==> src/rtl/avst_word2byte_pkg.sv <==
// avst_word2byte_pkg: shared state type, default word width and last-byte index helper
// for the word-to-byte serializer.
package avst_word2byte_pkg;

   typedef enum logic {IDLE, SHIFT} state_t;

   localparam int DEF_WORD_BYTES = 4;

   // Index of the final byte to emit; empty only trims the last word of a message.
   function automatic int last_index(int word_bytes, logic eop, int empty);
      return eop ? word_bytes - 1 - empty : word_bytes - 1;
   endfunction

endpackage

==> src/rtl/avst_word2byte_if.sv <==
// avst_word2byte_if: word-side input stream and byte-side output stream of the serializer.
interface avst_word2byte_if #(
   parameter int WORD_BYTES = avst_word2byte_pkg::DEF_WORD_BYTES
);

   localparam int EMPTY_W = $clog2(WORD_BYTES);

   logic [8*WORD_BYTES-1:0] data_in;
   logic [EMPTY_W-1:0]      empty_in;
   logic                    end_in;
   logic                    valid_in;
   logic                    ready_in;
   logic [7:0]              data_out;
   logic                    end_out;
   logic                    valid_out;
   logic                    ready_out;

   modport master (
      output data_in, empty_in, end_in, valid_in, ready_out,
      input  ready_in, data_out, end_out, valid_out
   );

   modport slave (
      input  data_in, empty_in, end_in, valid_in, ready_out,
      output ready_in, data_out, end_out, valid_out
   );

endinterface

==> src/rtl/avst_word2byte_hold.sv <==
// avst_word2byte_hold: one-word holding register with registered ready, used by the
// AVST_WORD2BYTE_SKID_EN build to refill the shifter without a bubble.
module avst_word2byte_hold
   import avst_word2byte_pkg::*;
#(
   parameter int WORD_BYTES = DEF_WORD_BYTES
) (
   input  logic                            clk,
   input  logic                            reset,
   input  logic                            push,
   input  logic                            pop,
   input  logic [8*WORD_BYTES-1:0]         push_data,
   input  logic [$clog2(WORD_BYTES)-1:0]   push_empty,
   input  logic                            push_end,
   output logic                            full,
   output logic                            ready,
   output logic [8*WORD_BYTES-1:0]         hold_data,
   output logic [$clog2(WORD_BYTES)-1:0]   hold_empty,
   output logic                            hold_end
);

   logic full_nxt;

   // A push on the same edge as a pop leaves the register full.
   assign full_nxt = push | (full & !pop);

   always_ff @(posedge clk or negedge reset)
      if (!reset) begin
         full       <= 1'b0;
         ready      <= 1'b0;
         hold_data  <= '0;
         hold_empty <= '0;
         hold_end   <= 1'b0;
      end else begin
         full  <= full_nxt;
         ready <= !full_nxt;
         if (push) begin
            hold_data  <= push_data;
            hold_empty <= push_empty;
            hold_end   <= push_end;
         end
      end

endmodule

==> src/rtl/avst_word2byte.sv <==
// avst_word2byte: serializes a word stream into an LSB-first byte stream for avst_keccak.
// Define AVST_WORD2BYTE_SKID_EN to add a holding register for bubble-free 1 byte/cycle.
module avst_word2byte
   import avst_word2byte_pkg::*;
#(
   parameter int WORD_BYTES = DEF_WORD_BYTES
) (
   input logic            clk,
   input logic            reset,
   avst_word2byte_if.slave bus
);

   localparam int EMPTY_W = $clog2(WORD_BYTES);
   localparam int WW      = 8*WORD_BYTES;

   state_t             state;
   logic [WW-1:0]      shift_reg, src_data;
   logic [EMPTY_W-1:0] byte_idx, last_idx, idx_inc, src_empty, src_last;
   logic               is_end, src_end, push, xfer, last_xfer, take, load;

   assign push      = bus.valid_in & bus.ready_in;
   assign xfer      = bus.valid_out & bus.ready_out;
   assign last_xfer = xfer & (byte_idx == last_idx);
   // The shifter can take a new word when idle or as its last byte leaves.
   assign take      = (state == IDLE) | last_xfer;
   assign idx_inc   = byte_idx + 1'b1;
   assign src_last  = EMPTY_W'(last_index(WORD_BYTES, src_end, int'(src_empty)));
   assign bus.data_out = shift_reg[7:0];

`ifdef AVST_WORD2BYTE_SKID_EN
   logic               hold_full, hold_ready, hold_end;
   logic [WW-1:0]      hold_data;
   logic [EMPTY_W-1:0] hold_empty;

   // Held word goes first; an incoming word bypasses the holder only when it is empty.
   avst_word2byte_hold #(.WORD_BYTES(WORD_BYTES)) u_hold (
      .clk        (clk),
      .reset      (reset),
      .push       (push & !(take & !hold_full)),
      .pop        (take & hold_full),
      .push_data  (bus.data_in),
      .push_empty (bus.empty_in),
      .push_end   (bus.end_in),
      .full       (hold_full),
      .ready      (hold_ready),
      .hold_data  (hold_data),
      .hold_empty (hold_empty),
      .hold_end   (hold_end)
   );

   assign load      = take & (hold_full | push);
   assign src_data  = hold_full ? hold_data  : bus.data_in;
   assign src_empty = hold_full ? hold_empty : bus.empty_in;
   assign src_end   = hold_full ? hold_end   : bus.end_in;
   assign bus.ready_in = hold_ready;
`else
   logic ready_r;

   assign load      = take & push;
   assign src_data  = bus.data_in;
   assign src_empty = bus.empty_in;
   assign src_end   = bus.end_in;
   assign bus.ready_in = ready_r;
`endif

   always_ff @(posedge clk or negedge reset)
      if (!reset) begin
         state         <= IDLE;
         shift_reg     <= '0;
         byte_idx      <= '0;
         last_idx      <= '0;
         is_end        <= 1'b0;
         bus.valid_out <= 1'b0;
         bus.end_out   <= 1'b0;
`ifndef AVST_WORD2BYTE_SKID_EN
         ready_r       <= 1'b0;
`endif
      end else begin
         if (load) begin
            state         <= SHIFT;
            shift_reg     <= src_data;
            byte_idx      <= '0;
            last_idx      <= src_last;
            is_end        <= src_end;
            bus.valid_out <= 1'b1;
            bus.end_out   <= src_end & (src_last == '0);
         end else if (last_xfer) begin
            state         <= IDLE;
            bus.valid_out <= 1'b0;
            bus.end_out   <= 1'b0;
         end else if (xfer) begin
            shift_reg     <= shift_reg >> 8;
            byte_idx      <= idx_inc;
            bus.end_out   <= is_end & (idx_inc == last_idx);
         end
`ifndef AVST_WORD2BYTE_SKID_EN
         ready_r <= take & !load;
`endif
      end

endmodule

==> src/flat_wrapper.sv <==
// flat-port wrapper written by rule: the top's interface ports become plain ports
module avst_word2byte_flat import avst_word2byte_pkg::*;
#(
   parameter int WORD_BYTES = DEF_WORD_BYTES
)
  (clk, reset, bus_data_in, bus_empty_in, bus_end_in, bus_valid_in, bus_ready_out, bus_ready_in, bus_data_out, bus_end_out, bus_valid_out);
  avst_word2byte_if #(.WORD_BYTES(WORD_BYTES)) bus_i ();
  input logic clk;
  input logic reset;
  input wire logic [$bits(bus_i.data_in)-1:0] bus_data_in;
  input wire logic [$bits(bus_i.empty_in)-1:0] bus_empty_in;
  input wire logic [$bits(bus_i.end_in)-1:0] bus_end_in;
  input wire logic [$bits(bus_i.valid_in)-1:0] bus_valid_in;
  input wire logic [$bits(bus_i.ready_out)-1:0] bus_ready_out;
  output wire logic [$bits(bus_i.ready_in)-1:0] bus_ready_in;
  output wire logic [$bits(bus_i.data_out)-1:0] bus_data_out;
  output wire logic [$bits(bus_i.end_out)-1:0] bus_end_out;
  output wire logic [$bits(bus_i.valid_out)-1:0] bus_valid_out;
  assign bus_i.data_in = bus_data_in;
  assign bus_i.empty_in = bus_empty_in;
  assign bus_i.end_in = bus_end_in;
  assign bus_i.valid_in = bus_valid_in;
  assign bus_i.ready_out = bus_ready_out;
  assign bus_ready_in = bus_i.ready_in;
  assign bus_data_out = bus_i.data_out;
  assign bus_end_out = bus_i.end_out;
  assign bus_valid_out = bus_i.valid_out;
  avst_word2byte #(.WORD_BYTES(WORD_BYTES)) u_core (.clk(clk), .reset(reset), .bus(bus_i));
endmodule
==> config.mk <==
export PLATFORM = sky130hd
export DESIGN_NAME = avst_word2byte_flat
export DESIGN_NICKNAME = d
export VERILOG_FILES = /design/src/rtl/avst_word2byte_pkg.sv /design/src/rtl/avst_word2byte_if.sv /design/src/rtl/avst_word2byte_hold.sv /design/src/rtl/avst_word2byte.sv /design/src/flat_wrapper.sv
export SDC_FILE = /design/constraint.sdc
export NUM_CORES = 1
export LEC_CHECK = 0
export ABC_AREA = 1
export ABC_CLOCK_PERIOD_IN_PS = 1300
export CORE_MARGIN = 4
export CORE_UTILIZATION = 44
export CTS_CLUSTER_DIAMETER = 100
export DETAILED_ROUTE_END_ITERATION = 8
export PLACE_DENSITY_LB_ADDON = 0.2
export SETUP_SLACK_MARGIN = 0.5
export SLEW_MARGIN = 20
export SYNTH_ARGS = -nofsm -noshare
export SYNTH_HDL_FRONTEND = slang
export SYNTH_SLANG_ARGS = --single-unit
==> constraint.sdc <==
create_clock -name clk -period 1.3 [get_ports clk]
set_clock_uncertainty 0.05 [all_clocks]
set_input_delay 0.13 -clock clk [delete_from_list [all_inputs] [get_ports clk]]
set_output_delay 0.13 -clock clk [all_outputs]
set_load 0.005 [all_outputs]
# [After elaboration in Yosys (flattened, before gate mapping)]
# Cells that the tools add are included.
[word_totals] output_inout_bits=11 mem_count=0 wordCells=39 ramBits=0 latch_bits=0 regBits=40 romBits=0 inputBits=39
[classes] n_mux=12 n_mul=0 addsub=2 div_mod_pow=0 shift=0 eq_ne=3 n_lt_le_gt_ge=0 bitwise=9 reduce_logical=6
[op_table] operator="$mux 32" n=3
[op_table] operator="$mux 2" n=4
[op_table] operator="$and 1x1->1" n=7
[op_table] operator="$mux 1" n=5
[op_table] operator="$eq 2x2->1" n=2
[op_table] operator="$reduce_bool 2->1" n=2
[op_table] operator="$reduce_bool 3->1" n=1
[op_table] operator="$add 2x1->2 const B" n=1
[op_table] operator="$logic_not 2->1" n=1
[op_table] operator="$ne 2x2->1 const B" n=1
[op_table] operator="$reduce_and 2->1" n=1
[op_table] operator="$sub 2x2->2 const A" n=1
[op_table] operator="$logic_not 1->1" n=1
[op_table] operator="$not 1->1" n=1
[op_table] operator="$or 1x1->1" n=1

# [Longest topological paths before layout]
[depth] word_depth=6 mapped_depth=10 mapped_depth_nobuf=10

# [Worst setup path after synthesis]
# Ideal clock, no wire load.
[synth_path] kind="register to register" from="register u_core.byte_idx[0]" to="register u_core.shift_reg[23]" path_slack_ns=-0.058 period_less_slack_ns=1.358 required_time_ns=1.129 n_path_buf=2 setup_time_ns=0.121 stages_incl_launch_ff=11 arrival_time_ns=1.187 path_cell_list="dfrtp_1 > inv_2 > nand2_1 > nand2_1 > nand2_2 > nand2_4 > buf_6 > buf_6 > nand2_4 > nor2_2 > nor2_2"
[synth_between] elab_chain_cells=6 word_cells_on_any_way=8 cone_classes="eq/ne (2); mux (1); bitwise (3); reduce/logical (2)"
[synth_rtl] element="from (decl)" line_no="avst_word2byte.sv:18" text="logic [EMPTY_W-1:0] byte_idx, last_idx, idx_inc, src_empty, src_last;"
[synth_rtl] element="from (signal assigned)" line_no="avst_word2byte.sv:93" text="byte_idx <= idx_inc;"
[synth_rtl] element="$eq 2x2->1 (*)" line_no="avst_word2byte.sv:23" text="assign last_xfer = xfer & (byte_idx == last_idx);"
[synth_rtl] element="$and 1x1->1 (*)" line_no="avst_word2byte.sv:23"
[synth_rtl] element="$or 1x1->1" line_no="avst_word2byte.sv:25" text="assign take = (state == IDLE) | last_xfer;"
[synth_rtl] element="$and 1x1->1" line_no="avst_word2byte.sv:59" text="assign load = take & push;"
[synth_rtl] element="$ne 2x2->1 (no line) / $reduce_bool 2->1 (equally long branches)"
[synth_rtl] element="$reduce_and 2->1 (no line)"
[synth_rtl] element="to (signal assigned)" line_no="avst_word2byte.sv:81" text="shift_reg <= src_data;"
[synth_rtl] element="to (signal assigned)" line_no="avst_word2byte.sv:92" text="shift_reg <= shift_reg >> 8;"
[synth_rtl] element="to (decl)" line_no="avst_word2byte.sv:17" text="logic [WW-1:0] shift_reg, src_data;"
# Mark *: on every way between the ends. The rest lies on a longest branch, timed or not.
# A chain may end at the register's enable or synchronous reset.

# [Worst setup path in the final report]
[layout_path] from="register u_core.last_idx[1]" to="register u_core.byte_idx[1]"
[layout_between] elab_chain_cells=6 word_cells_on_any_way=8 cone_classes="eq/ne (2); mux (1); bitwise (3); reduce/logical (2)"
[layout_rtl] element="from (decl)" line_no="avst_word2byte.sv:18"
[layout_rtl] element="from (signal assigned)" line_no="avst_word2byte.sv:83" text="last_idx <= src_last;"
[layout_rtl] element="$eq 2x2->1 (*)" line_no="avst_word2byte.sv:23"
[layout_rtl] element="$and 1x1->1 (*)" line_no="avst_word2byte.sv:23"
[layout_rtl] element="$or 1x1->1" line_no="avst_word2byte.sv:25"
[layout_rtl] element="$and 1x1->1" line_no="avst_word2byte.sv:59"
[layout_rtl] element="$ne 2x2->1 (no line) / $reduce_bool 2->1 (equally long branches)"
[layout_rtl] element="$reduce_and 2->1 (no line)"
# Marks and branches as above.

==> impl_metrics.toml <==
[finish]
layout.cells.most_common = "nand2_1"
areaGrowthSynthToFinish_pct = 49.1
multi_input_area_um2 = 885
final_cells = 376
seqCellArea_um2 = 1000
final_cell_mix = "nand2_1, dfrtp_1, clkdlybuf4s50_1, o21ai_1, inv_1"
layout-drive-gt1-share_pct = 30.9
n_antenna_cell = 0
fin_nets = 362
largest_reg_flops = 32
fillers = 355

[setup_path]
startpoint = "u_core.last_idx[1]"
path_delay_family = "simple AND/OR/NAND/NOR gates"
reg2reg_slack_ns = -0.13
crit_end = "u_core.byte_idx[1]"
cp-start-kind = "register"
critPathMaxFanout = 6
cp_num_buf_inv = 2
crit_cells = 10
cpPeakStageDelay_ns = 0.42
cp_slowest_cell = "dfrtp_1"
cp.required_ns = 1.44
reg2regPathDepth = 10
r2r-end = "u_core.byte_idx[1]"
worstSetupPathType = "register to register"
crit_path_end_kind = "register"
path_cells = "inv_2 -> nand2_2 -> nand2_4 -> nand2_4 -> nand2_8 -> buf_12 -> nor2_4 -> nand2_1 -> nand2_1 -> a21oi_1"
arrival_ns = 1.57
timing.rr.start = "u_core.last_idx[1]"

[timing]
worst_slack_ns = -0.135
finalSetupViolations = 39
grt_setup_unrepaired = "yes"
finalHoldViolCount = 0
drv_slew = 0
fin_crit_ns = 1.43
worst_slew_pin_slew_ns = 0.222
maxSlewHeadroom_pct = 85.0
fmax_ghz = 0.697
period_share_pct = 110

[clock_network]
cts_root_buf = "clkbuf_8"
clk_latency_ns = 0.30
cts_tree = "done"
cts-buffers-inserted = 5
cts.sinks = 40
cts.path.max_buffers = 2
clkTransAtPathRegs_ns = 0.08
h-tree-depth = 2

[global_routing]
first_global_vias = 1782
grt_use_total_pct = 17.3
grt_max_degree = 41
grt_pass1_wl_um = 8180
grt.overflow.total = 0
antenna_found_initial = 0

[floorplanning]
dieArea_um2 = 5860
die-height_um = 76.5
io_pins = 50
start_util_pct = 46.5
core_area_um2 = 4440
die_w_um = 76.5
rows = 24

[route]
dr.first_iter.drc_count = 117
dr.pass1.iters = 4
antenna_left = 0
drc = 0
vias = 1804
wirelength_um = 4820
post_drt_wl_per_cell_um = 12.8
vias_per_cell = 4.80

[yosys]
syn_inst = 250
synth.avg_cell_area_um2 = 8.26
post_synth_num_cell_types = 22
ys_seq_area_share_pct = 48.5
synth_seq_cells = 40
synth_warnings = 0
syn-cell-area_um2 = 2070
syn-num-nets = 289

[placed_design]
dp.cells = 356
numPortBuffers = 49
gp_congestion = 0.830
place_ws_ns = -0.226
dp_hpwl_um = 3180

[min_path]
worstHoldPathType = "input port to async pin"

[power]
power.leakage_nw = 1.45
power_density_nw_per_um2 = 2240
irDropWorstVdd_v = 0.00112

[job]
maxCapViolCount = 0

[run_status]
status = "complete, but fails checks"
violations = "setup timing"
per-layer routing:
metal	track usage, %	up-vias	wire [um]
li1	-	927	-
met1	21.9	821	2170
met2	27.6	50	2320
met3	5.32	6	270
met4	6.70	0	53
met5	0	-	0
Yosys cell counts:
master / count / share of area [%]
nand2_4: 3 / 1.6
inv_2: 3 / 0.55
nor2_1: 4 / 0.73
buf_6: 6 / 3.3
dfrtp_1: 40 / 48
nor3_2: 1 / 0.48
o21ai_0: 20 / 4.8
buf_4: 12 / 4.4
o21ai_1: 25 / 6.1
nor2_4: 1 / 0.55
inv_8: 1 / 0.55
inv_1: 23 / 4.2
nor2_2: 2 / 0.61
nand2_2: 3 / 0.91
nand2_1: 82 / 15
nand2_8: 1 / 0.97
inv_4: 1 / 0.30
a21oi_1: 1 / 0.24
nand3_1: 12 / 2.9
o21ai_2: 6 / 2.5
buf_2: 2 / 0.48
nand3_2: 1 / 0.48
repair_timing:
| item | CTS | global route |
|---|---|---|
| setup endpoints to repair | 51 | 51 |
| hold buffers | 1 | 0 |
| endpoints found under the hold margin | 40 | 0 |
| cloned | 1 | 0 |
| pin swaps | 2 | 2 |
| resized for setup | 74 | 15 |
| buffers inserted | 6 | 4 |
through the flow:
step / TNS [ns] / hold slack, ns / power [W] / util [%] / cell area, um2
final: -3.63 / 0.277 / 0.00689 / 69.3 / 3080
after floorplan: -0.0539 / -0.216 / 0.00416 / - / 2080
after global placement: -6.43 / 0.0677 / 0.00509 / 61.8 / 2750
after global routing: -5.83 / 0.305 / 0.00742 / 69.3 / 3080
after detailed placement: -7.80 / 0.0702 / 0.00520 / 61.8 / 2750
after CTS: -2.36 / 0.278 / 0.00673 / 67.8 / 3010
report_power, final:
| part | switching [W] | internal [W] |
|---|---|---|
| Clock | 0.000446 | 0.000678 |
| Sequential | 0.000315 | 0.00184 |
| Combinational | 0.00181 | 0.00180 |
tightest hold or removal path: cells and delay by family:
family	cells	cell delay, ns
buf+inv	3	0.87
worst min-delay path by stage:
| stage | from | to | slack [ns] | depth (start not counted) |
|---|---|---|---|---|
| 6_report | reset | u_core.last_idx[0] | 0.28 | 3 |
| 5_1_grt | bus_data_in[29] | u_core.shift_reg[29] | 0.30 | 3 |
| 4_1_cts | reset | u_core.shift_reg[7] | 0.28 | 3 |
| 3_5_place_dp | reset | u_core.shift_reg[15] | 0.07 | 2 |
| 3_3_place_gp | reset | u_core.last_idx[0] | 0.07 | 2 |
| 2_1_floorplan | reset | u_core.bus.end_out | -0.22 | 0 |
area by class of cell:
type                       instances  share of cell area (%)
sequential                        40                    32.5
multi-input combinational        162                    28.7
timing repair buffer              86                    28.4
inverter                          28                    4.14
clock buffer                       7                    3.13
tap                               52                    2.11
clock inverter                     1                   0.975
cells by family (layout without fill, tap and decap cells):
logic type / after synthesis / count (layout) / share of synthesized area, %
and+or+nand+nor: 110 / 110 / 24.2
AOI/OAI and AO/OA: 52 / 52 / 13.7
buffers and inverters: 48 / 122 / 13.7
DFF: 40 / 40 / 48.5
Power figures use the tool's default switching activity.
